File: src/rtl/pc_next_unit.sv
`default_nettype none
// ============================================================================
//  Module   : pc_next_unit
//  Purpose  : Next-PC generation for the fetch stage. Holds the fetch address,
//             advances it sequentially on accepted fetches, and loads the
//             branch target (branch_pc + branch_off_sh) on taken resolutions.
//             Keeps a saturating count of taken redirects.
//  Options  : PC_ALIGN_CHECK_EN - when defined, a taken branch whose target is
//             not 4-byte aligned is refused, sets the sticky misalign flag and
//             parks the unit in HALT until reset.
//  Revision : 1.0 - initial release
// ============================================================================
module pc_next_unit #(
  parameter logic [63:0] RESET_PC    = 64'h0,
  parameter int          INSTR_BYTES = 4
) (
  input  logic        clk,
  input  logic        rst_n,
  input  logic        branch_valid,
  input  logic        branch_taken,
  input  logic [63:0] branch_pc,
  input  logic [63:0] branch_off_sh,
  input  logic        fetch_ready,
  input  logic        stall,
  output logic [63:0] pc,
  output logic        pc_valid,
  output logic        redirect,
  output logic [31:0] taken_cnt,
  output logic        misalign
);

  localparam logic [1:0]  c_S_BOOT  = 2'd0;
  localparam logic [1:0]  c_S_RUN   = 2'd1;
  localparam logic [1:0]  c_S_HALT  = 2'd2;
  localparam logic [63:0] c_INC     = 64'(INSTR_BYTES);
  localparam logic [31:0] c_CNT_MAX = 32'hFFFF_FFFF;

  logic [1:0]  r_state;
  logic [63:0] r_pc;
  logic        r_redirect;
  logic [31:0] r_taken_cnt;

  logic [63:0] w_target;
  logic        w_run;
  logic        w_redir_evt;
  logic        w_accept;
  logic        w_misal;
  logic        w_load;

  // Branch target and event decode; carry out of the 64-bit add is dropped.
  assign w_target    = branch_pc + branch_off_sh;
  assign w_run       = (r_state == c_S_RUN);
  assign w_redir_evt = w_run & branch_valid & branch_taken;
  assign w_accept    = w_run & fetch_ready & ~stall;

`ifdef PC_ALIGN_CHECK_EN
  logic r_misalign;

  assign w_misal = w_redir_evt & (w_target[1:0] != 2'b00);

  // Sticky misaligned-target flag, cleared only by reset.
  always_ff @(posedge clk) begin
    if (!rst_n) begin
      r_misalign <= 1'b0;
    end else if (w_misal) begin
      r_misalign <= 1'b1;
    end
  end

  assign misalign = r_misalign;
`else
  assign w_misal  = 1'b0;
  assign misalign = 1'b0;
`endif

  // A redirect only loads the target when it passes the alignment check.
  assign w_load = w_redir_evt & ~w_misal;

  // State, PC, redirect pulse and taken counter; redirect beats accept.
  always_ff @(posedge clk) begin
    if (!rst_n) begin
      r_state     <= c_S_BOOT;
      r_pc        <= RESET_PC;
      r_redirect  <= 1'b0;
      r_taken_cnt <= 32'd0;
    end else begin
      r_redirect <= w_load;
      case (r_state)
        c_S_BOOT: r_state <= c_S_RUN;
        c_S_RUN: begin
          if (w_misal) begin
            r_state <= c_S_HALT;
          end
          if (w_load) begin
            r_pc <= w_target;
          end else if (w_accept) begin
            r_pc <= r_pc + c_INC;
          end
          if (w_load && (r_taken_cnt != c_CNT_MAX)) begin
            r_taken_cnt <= r_taken_cnt + 32'd1;
          end
        end
        c_S_HALT: r_state <= c_S_HALT;
        default:  r_state <= c_S_BOOT;
      endcase
    end
  end

  assign pc        = r_pc;
  assign pc_valid  = w_run;
  assign redirect  = r_redirect;
  assign taken_cnt = r_taken_cnt;

endmodule
`default_nettype wire

File: config.mk
export PLATFORM = sky130hd
export DESIGN_NAME = pc_next_unit
export DESIGN_NICKNAME = d
export VERILOG_FILES = /design/src/rtl/pc_next_unit.sv
export SDC_FILE = /design/constraint.sdc
export NUM_CORES = 1
export LEC_CHECK = 0
export CAP_MARGIN = 20
export CELL_PAD_IN_SITES_DETAIL_PLACEMENT = 1
export CELL_PAD_IN_SITES_GLOBAL_PLACEMENT = 1
export CORE_ASPECT_RATIO = 1.4
export CORE_MARGIN = 3
export CORE_UTILIZATION = 39
export CTS_CLUSTER_SIZE = 20
export DETAILED_ROUTE_END_ITERATION = 10
export GPL_ROUTABILITY_DRIVEN = 0
export GPL_TIMING_DRIVEN = 0
export HOLD_SLACK_MARGIN = 0.05
export PLACE_DENSITY = 0.95
export SETUP_SLACK_MARGIN = 0.02
export SLEW_MARGIN = 20
export SYNTH_ARGS = -nofsm -noshare
export SYNTH_HDL_FRONTEND = slang
export SYNTH_SLANG_ARGS = --single-unit
File: constraint.sdc
create_clock -name clk -period 10.29 [get_ports clk]
set_clock_uncertainty 0.05 [all_clocks]
set_input_delay 2.058 -clock clk [delete_from_list [all_inputs] [get_ports clk]]
set_output_delay 2.058 -clock clk [all_outputs]
set_load 0.1 [all_outputs]
==> run metrics <==
CTS Buffer Depth 2; HPWL after detailed placement 30350 um; syn_nets ~1400; Core Box Area 0.02261 mm^2; count leader, synth nor2_1; Worst Hold Launch r_state[0]; Netlist cell types 82; antenna-violating nets left 0; launch point of the critical path branch_pc[7]; FP Rows between 60 and 70; H-tree depth 3; Hold Crit Class flop to flop; synth-to-layout area growth 33.28%; Total Nets Final ~1700; first-pass GRT wire length 59620 um; Cell Area, Synth 0.009011 mm^2; number of CTS-inserted buffers 9; Fin. Hold Viols 0; Ys Warns 0; CTS Sinks 99; crit path max-delay cell type a31oi_1; Post-CTS Setup Bufs 0; Final Setup Violations 0; pwr dens 110.5 mW/mm^2; final core utilization 53.12%; total number of vias roughly 11000; CP startpoint kind input port; post-layout minimum cycle time between 5000 and 6000 ps; ratio of cells with drive above 1 in the final layout 3.230%; Yosys top cell by area dfxtp_1; Critical Path RT 10500 ps; P_leak 4.490 nW; Ant. Diodes 0; Seq/Total Area, Yosys about 22%; Main synth FF type dfxtp_1; CTS tree built; initial DRC count around 650; maximum clock frequency 168.3 MHz; Power Total between 1 and 1.5 mW; critical path type input port to flop; setup TNS 0 ps; CP endpoint kind flop; Final Max Slew Viols 0; FFs w/ async S/R, synth 0%; Die Y 185.9 um; area of the multi-input gates 0.006676 mm^2; Synth Register Bits 99; io pins 233; post-synth top area share 21.99%; vias in the first global route ~11000; RSZ-0062 raised after global routing false; worst IR drop on VDD between 0.07 and 0.08 mV; Initial Utilization roughly two fifths; initial antenna violation count 0; fill cell count 2877; Critical R2R Launch r_state[1]; Synth Instances 1208; TritonRoute pass-1 iters 5; CTS Root Buffer Type clkbuf_16; Post-CTS Resized 0; Via density 6.150; max incr delay on CP about 690 ps; grt ovf 0; Reg clk slew, reported paths around 70 ps; top post-synthesis cells by area dfxtp_1, ha_1, xnor2_1; CP Data Arrival Time 6150 ps; syn avg cell area 7.460 um^2; sequential cell area 0.001982 mm^2; gr usage total 29.70%; largest net degree at the start of global routing 15; Crit Path Max Fanout 6; Post-Route WL 38300 um; Post-synth EDFFs 0; WL per Instance 21.81 um; worst-skew pair later-pin latency 350 ps; Residual DRC 0; Max-slew headroom approximately 25%; Buffers on Ports 231; most frequent cells after synthesis nor2_1, nand2_1, a21oi_1; crit-path cells clkdlybuf4s50_1 -> ha_1 -> a211oi_1 -> o21ai_0 -> a221oi_1 -> o211ai_1 -> a31oi_1 -> o21bai_2 -> a21oi_1 -> mux2_1 -> nor4_1; Tcrit/Tclk final ~58%; Slew @ Worst Pin ~1100 ps; run status completed; die width 134.5 um; hold_buf cts 0; max-cap violation count 0; die area 0.02499 mm^2
## worst max-delay path, delay by kind of cell
kind                     cells  cell delay, ps
AND/OR/NAND/NOR              1             260
multiplexers                 1             380
AO/OA/AOI/OAI                7            2610
adder cells (fa/ha/maj)      1             420
buffers and inverters        1             420
## cell usage in the layout, fill, tap and decap left out, types with 10 or more instances in the layout
cell type          n
nand2_1          109
ha_1              65
nor3_1            28
and2_1            13
o21ai_0           71
inv_1             27
and3_1            24
xnor2_1           66
o21bai_1          10
nor4_1            12
nand3_1           51
clkdlybuf4s50_1  231
a21o_1            33
and4_1            13
dfxtp_1           99
a21oi_1          106
o21a_1            16
xor2_1            61
nand4_1           50
a211oi_1          41
nor2_1           123
clkbuf_1          58
## state kept, by name, indices dropped and copies added (netlist names)
name,flops
pc,64
r_state,2
redirect,1
taken_cnt,32
## worst paths after layout
kind | end | slack (ps) | cells after the start
setup / recovery | pc[58] | 4350 | 11
hold / removal | r_state[1] | 380 | 1
setup reg to reg | pc[40] | 7130 | 10
hold reg to reg | r_state[1] | 380 | 1
## per-layer routing
| layer | global-route usage, % | routed length (um) | vias to the layer above |
|---|---|---|---|
| met3 | 4.976 | 2432 | 147 |
| met2 | 54.65 | 19530 | 499 |
| met1 | 31.66 | 13930 | 5242 |
| met4 | 17.77 | 2405 | 0 |
| met5 | 0 | 0 | - |
| li1 | - | - | 4912 |
## metrics by stage
step | worst slack, ps | hold WS, ps | instances | area (um^2)
after global placement | 4156 | 368.4 | 1740 | 11700
after global routing | 4097 | 407.1 | 1756 | 12010
after CTS | 4401 | 385.8 | 1756 | 12000
after floorplan | 5543 | 344.8 | 1208 | 9011
final | 4347 | 384.0 | 1756 | 12010
after detailed placement | 4044 | 378.9 | 1740 | 11700
## report_power, final
group / total (mW) / internal [mW] / switching (mW)
Sequential: 0.418 / 0.398 / 0.0206
Clock: 0.366 / 0.214 / 0.152
Combinational: 0.543 / 0.188 / 0.355
Total: 1.33 / 0.800 / 0.527
## cell families after synthesis
group / after synthesis / share of synthesized area, %
muxes: 5 / 0.5970
xor gates and xnor gates: 127 / 12.34
buffers and inverters: 92 / 3.985
AOI/OAI and AO/OA: 350 / 25.09
and+or+nand+nor: 468 / 26.70
adders and majority gates: 66 / 9.247
DFF: 99 / 21.99
other: 1 / 0.04162
## cell type report
type	instances	area share, %
multi-input combinational	1017	55.59
timing repair buffer	231	19.25
clock buffer	14	2.031
buffer	64	2.115
clock inverter	2	0.5001
tap	301	3.136
sequential	99	16.50
inverter	28	0.8751
Power figures use the tool's default switching activity.
